==> src/rtl/rr_priority_encoder.sv <==
// Registered N-input priority encoder with sticky request capture, fixed or
// round-robin selection, and a valid/ready grant handshake.
module rr_priority_encoder #(
    parameter int unsigned N = 8
) (
    input  logic                 clk,
    input  logic                 rst_n,
    input  logic [N-1:0]         req,
    input  logic                 mode,
    input  logic                 out_ready,
    output logic                 out_valid,
    output logic [$clog2(N)-1:0] out_idx,
    output logic [N-1:0]         out_onehot,
    output logic [N-1:0]         pending
);

    localparam int unsigned W = $clog2(N);

    typedef enum logic [0:0] {
        StIdle,
        StBusy
    } state_e;

    state_e         state_q, state_d;
    logic [N-1:0]   pending_q, pending_d;
    logic [N-1:0]   onehot_q, onehot_d;
    logic [W-1:0]   idx_q, idx_d;
    logic [W-1:0]   ptr_q, ptr_d;

    logic           handshake;
    logic [N-1:0]   cand;
    logic [W-1:0]   idx_dec;
    logic [W-1:0]   ptr_sel;
    logic [W-1:0]   fix_idx;
    logic [W-1:0]   rr_idx;
    logic           rr_found;
    logic [W-1:0]   sel_idx;
    int             pos_i;

    assign handshake = (state_q == StBusy) && out_ready;

    // The granted bit is retired only when its handshake completes; a same-cycle
    // re-request on that bit is OR-ed back in so it is not lost.
    always_comb begin
        if (handshake) begin
            cand = (pending_q & ~onehot_q) | req;
        end else begin
            cand = pending_q | req;
        end
    end

    assign idx_dec = (idx_q == '0) ? W'(N - 1) : (idx_q - 1'b1);

    // On a round-robin handshake the next grant already sees the updated pointer.
    assign ptr_sel = (handshake && mode) ? idx_dec : ptr_q;

    always_comb begin
        fix_idx = '0;
        for (int k = 0; k < int'(N); k++) begin
            if (cand[k]) begin
                fix_idx = W'(k);
            end
        end
    end

    always_comb begin
        rr_idx   = '0;
        rr_found = 1'b0;
        pos_i    = 0;
        for (int k = 0; k < int'(N); k++) begin
            if (int'(ptr_sel) >= k) begin
                pos_i = int'(ptr_sel) - k;
            end else begin
                pos_i = int'(ptr_sel) + int'(N) - k;
            end
            if (!rr_found && cand[pos_i]) begin
                rr_found = 1'b1;
                rr_idx   = W'(pos_i);
            end
        end
    end

    assign sel_idx = mode ? rr_idx : fix_idx;

    always_comb begin
        state_d   = state_q;
        idx_d     = idx_q;
        onehot_d  = onehot_q;
        ptr_d     = ptr_q;
        pending_d = cand;

        if (handshake && mode) begin
            ptr_d = idx_dec;
        end

        unique case (state_q)
            StIdle: begin
                if (cand != '0) begin
                    idx_d    = sel_idx;
                    onehot_d = {{(N-1){1'b0}}, 1'b1} << sel_idx;
                    state_d  = StBusy;
                end
            end
            StBusy: begin
                if (handshake) begin
                    if (cand != '0) begin
                        idx_d    = sel_idx;
                        onehot_d = {{(N-1){1'b0}}, 1'b1} << sel_idx;
                    end else begin
                        onehot_d = '0;
                        state_d  = StIdle;
                    end
                end
            end
            default: begin
                state_d = StIdle;
            end
        endcase
    end

    always_ff @(posedge clk or negedge rst_n) begin
        if (!rst_n) begin
            state_q   <= StIdle;
            pending_q <= '0;
            onehot_q  <= '0;
            idx_q     <= '0;
            ptr_q     <= W'(N - 1);
        end else begin
            state_q   <= state_d;
            pending_q <= pending_d;
            onehot_q  <= onehot_d;
            idx_q     <= idx_d;
            ptr_q     <= ptr_d;
        end
    end

    assign out_valid  = (state_q == StBusy);
    assign out_idx    = idx_q;
    assign out_onehot = onehot_q;
    assign pending    = pending_q;

endmodule

==> config.mk <==
export PLATFORM = sky130hd
export DESIGN_NAME = rr_priority_encoder
export DESIGN_NICKNAME = d
export VERILOG_FILES = /design/src/rtl/rr_priority_encoder.sv
export SDC_FILE = /design/constraint.sdc
export NUM_CORES = 1
export LEC_CHECK = 0
export ABC_CLOCK_PERIOD_IN_PS = 9900
export CORE_MARGIN = 10
export CORE_UTILIZATION = 50
export CTS_BUF_LIST = sky130_fd_sc_hd__clkbuf_4 sky130_fd_sc_hd__clkbuf_8 sky130_fd_sc_hd__clkbuf_16
export CTS_CLUSTER_SIZE = 20
export DETAILED_ROUTE_END_ITERATION = 8
export PLACE_DENSITY = 0.76
export SETUP_SLACK_MARGIN = 0.3
export SYNTH_ARGS = -nofsm -noshare
export SYNTH_HDL_FRONTEND = slang
export SYNTH_SLANG_ARGS = --single-unit
==> constraint.sdc <==
create_clock -name clk -period 9.9 [get_ports clk]
set_input_delay 0.99 -clock clk [delete_from_list [all_inputs] [get_ports clk]]
set_output_delay 0.99 -clock clk [all_outputs]
set_load 0.02 [all_outputs]
==> metrics.md <==
| Metric | Value |
|---|---|
| Post-CTS Setup Bufs | `0` |
| CTS hold repair buffers | `0` |
| DIE HEIGHT | `82.4 µm` |
| Slew HR | `31.9%` |
| CTS tree | `done` |
| Gr usage total | `17.0%` |
| Kind of critical path | `in -> reg` |
| Synthesized area per cell | `9.06 µm²` |
| GP Congestion | `0.989` |
| DR vias/cell | `6.38` |
| Synth unique cells | `52` |
| Final Cycle Share | `55.6%` |
| Clk_skew | `6.04 ps` |
| Drt wl/cell | `19.6 µm` |
| Worst path bufs/invs | `2` |
| Number of flops mapped to enable cells by yosys | `0` |
| Status | `finished, final reports clean` |
| Antenna cells | `0` |
| Critical path data arrival time | `5660 ps` |
| Mapped cell area | `1950 µm²` |
| Worst Setup Start Kind | `input pin` |
| Max Cap Viol | `0` |
| Drt total wl | `5700 µm` |
| Synth Register Bits | `23` |
| Worst Tran Pin Value | `1020 ps` |
| Synth Warn # | `0` |
| Grt ovf | `0` |
| Post-synth ARST share | `100%` |
| First-pass GRT wire length | `9060 µm` |
| Core Box Area | `3720 µm²` |
| Die W | `82.4 µm` |
| Longest Clk Path Bufs | `2` |
| Setup TNS | `0 ps` |
| Initial core utilization | `52.4%` |
| Routed Antenna Nets | `0` |
| Final Util | `62.4%` |
| Ports | `32` |
| Crit-path cells | `clkdlybuf4s50_1 -> and3_1 -> mux2i_4 -> inv_1 -> ha_1 -> xnor2_2 -> mux2i_1 -> mux4_2 -> a211o_1 -> a221o_1 -> a22oi_1 -> nor3_1 -> a32o_1` |
| Register area share after synthesis | `29.8%` |
| DR pass1 iterations | `5` |
| Class of the worst hold path | `reg -> reg` |
| Fillers | `336` |
| CTS Sinks | `23` |
| Achievable frequency | `182 MHz` |
| Critical Path Fanout Max | `17` |
| Detailed Route Iter0 Violations | `190` |
| Clk_lat worst skew | `270 ps` |
| Synth Instances | `215` |
| Resize count post-CTS | `0` |
| Primary flip-flop cell chosen by synthesis mapping | `dfrtp_1` |
| DPL Wire Length | `4460 µm` |
| Largest net degree at the start of global routing | `24` |
| Final hold vios | `0` |
| Final Setup Violations | `0` |
| Die area | `6790 µm²` |
| CP max stage delay | `790 ps` |
| Drt drc | `0` |
| P_leak | `0.874 nW` |
| Vias in the first global route | `1,747` |
| Syn nets | `231` |
| Fin crit period | `5500 ps` |
| CTS buffer count | `3` |
| Total number of vias | `1,850` |
| Clk root buf | `clkbuf_8` |
| Layout Nets | `259` |
| H-Tree Depth | `1` |
| Total power | `0.746 mW` |
| Port Buffers | `31` |
| Max-slew violations | `0` |
| Critical Path Slowest Stage Cell | `clkdlybuf4s50_1` |
| Clk pin slew, worst setup/hold paths | `80 ps` |
| Final Non-Filler Cells | `290` |
| Critical Path RT | `10,050 ps` |
| Pwr/cell area | `322 nW/µm²` |
| RSZ-0062 raised after global routing | `no` |
| Placed cells | `286` |
| Layout area overhead | `19.1%` |
| Peak VDD IR | `0.173 mV` |
| Initial antenna violation count | `0` |
| Site Rows | `22` |
| Critical Path Sink Type | `register` |
| Delay-heaviest family, CP | `multiplexers` |
| Layout cells sized above 1 | `10.7%` |
state kept, by name (all words and copies together) (netlist names):
register    cells
ptr_q           3
pending         8
out_valid       1
out_idx         3
out_onehot      8
logic make-up (layout without fill, tap and decap cells):
group | after synthesis | after routing | synth area share [%]
buffers and inverters | 23 | 50 | 5.40
multiplexers | 33 | 33 | 19.8
XOR/XNOR | 3 | 3 | 2.12
adder cells (fa/ha/maj) | 4 | 4 | 2.57
flip-flops | 23 | 23 | 29.8
AND/OR/NAND/NOR | 62 | 62 | 15.7
AO/OA/AOI/OAI | 67 | 67 | 24.6
final timing paths:
path	startpoint	to	slack, ps	depth (start not counted)
hold / removal	out_onehot[0]	out_onehot[0]	540	2
hold reg to reg	out_onehot[0]	out_onehot[0]	540	2
setup reg to reg	out_valid	out_onehot[7]	5280	12
max in group asynchronous	rst_n	out_onehot[3]	8010	1
setup / recovery	mode	out_onehot[7]	4400	13
min in group asynchronous	rst_n	out_onehot[4]	1280	1
cells in the final DEF (no fill, tap or decap), types with 6 or more instances in the layout:
cell and instances:
clkdlybuf4s50_1 31, mux2i_1 25, dfrtp_1 20, nand2_1 18
a21oi_1 15, o21ai_0 13, inv_1 12, nor2_1 12
nand3_1 11, nand2b_1 6, nor3_1 6
cell usage after synthesis, types with 6 or more instances:
master     n  area, µm²
nand2_1   18       67.6
nand2b_1   6       37.5
nand3_1   11       55.1
nor2_1    12       45.0
mux2i_1   25        250
dfrtp_1   20        500
nor3_1     6       30.0
a21oi_1   15       75.1
o21ai_0   13       65.1
inv_1     12       45.0
routing by layer:
metal  wire, µm  vias up  global-route usage [%]
met2       2740       77                    28.2
met3        400        7                    2.92
met1       2500      894                    21.9
met4         60        0                    5.10
li1           -      872                       -
met5          0        -                       0
power breakdown:
group          internal [mW]  leakage [nW]  total (mW)  switching [mW]
clock network         0.0281        0.0255      0.0579          0.0298
registers              0.127         0.254       0.148          0.0214
logic                  0.220         0.595       0.540           0.320
worst register-to-register path: cells and delay by family (launching register included):
| family | cells | cell delay, ps |
|---|---|---|
| simple gates | 2 | 470 |
| compound gates | 4 | 1200 |
| flops | 1 | 630 |
| mux | 3 | 1350 |
| xor+xnor | 1 | 320 |
| fa+ha+maj | 1 | 340 |
| buf+inv | 1 | 220 |
per-stage QoR:
step / instance area, µm² / setup WS [ps] / hold WS (ps)
6_report: 2320 / 4400 / 535
5_1_grt: 2320 / 4190 / 564
3_3_place_gp: 2270 / 4270 / 509
2_1_floorplan: 1950 / 5480 / 611
3_5_place_dp: 2270 / 4170 / 518
4_1_cts: 2320 / 4440 / 537
layout make-up:
cell class / count / area (µm²) / share of cell area [%]
tap: 48 / 60.1 / 2.59
sequential: 23 / 579 / 25.0
inverter: 14 / 52.6 / 2.27
clock inverter: 1 / 5.00 / 0.216
timing repair buffer: 32 / 318 / 13.7
clock buffer: 3 / 41.3 / 1.78
multi-input combinational: 169 / 1260 / 54.5
(Power assumes the default switching activity.)
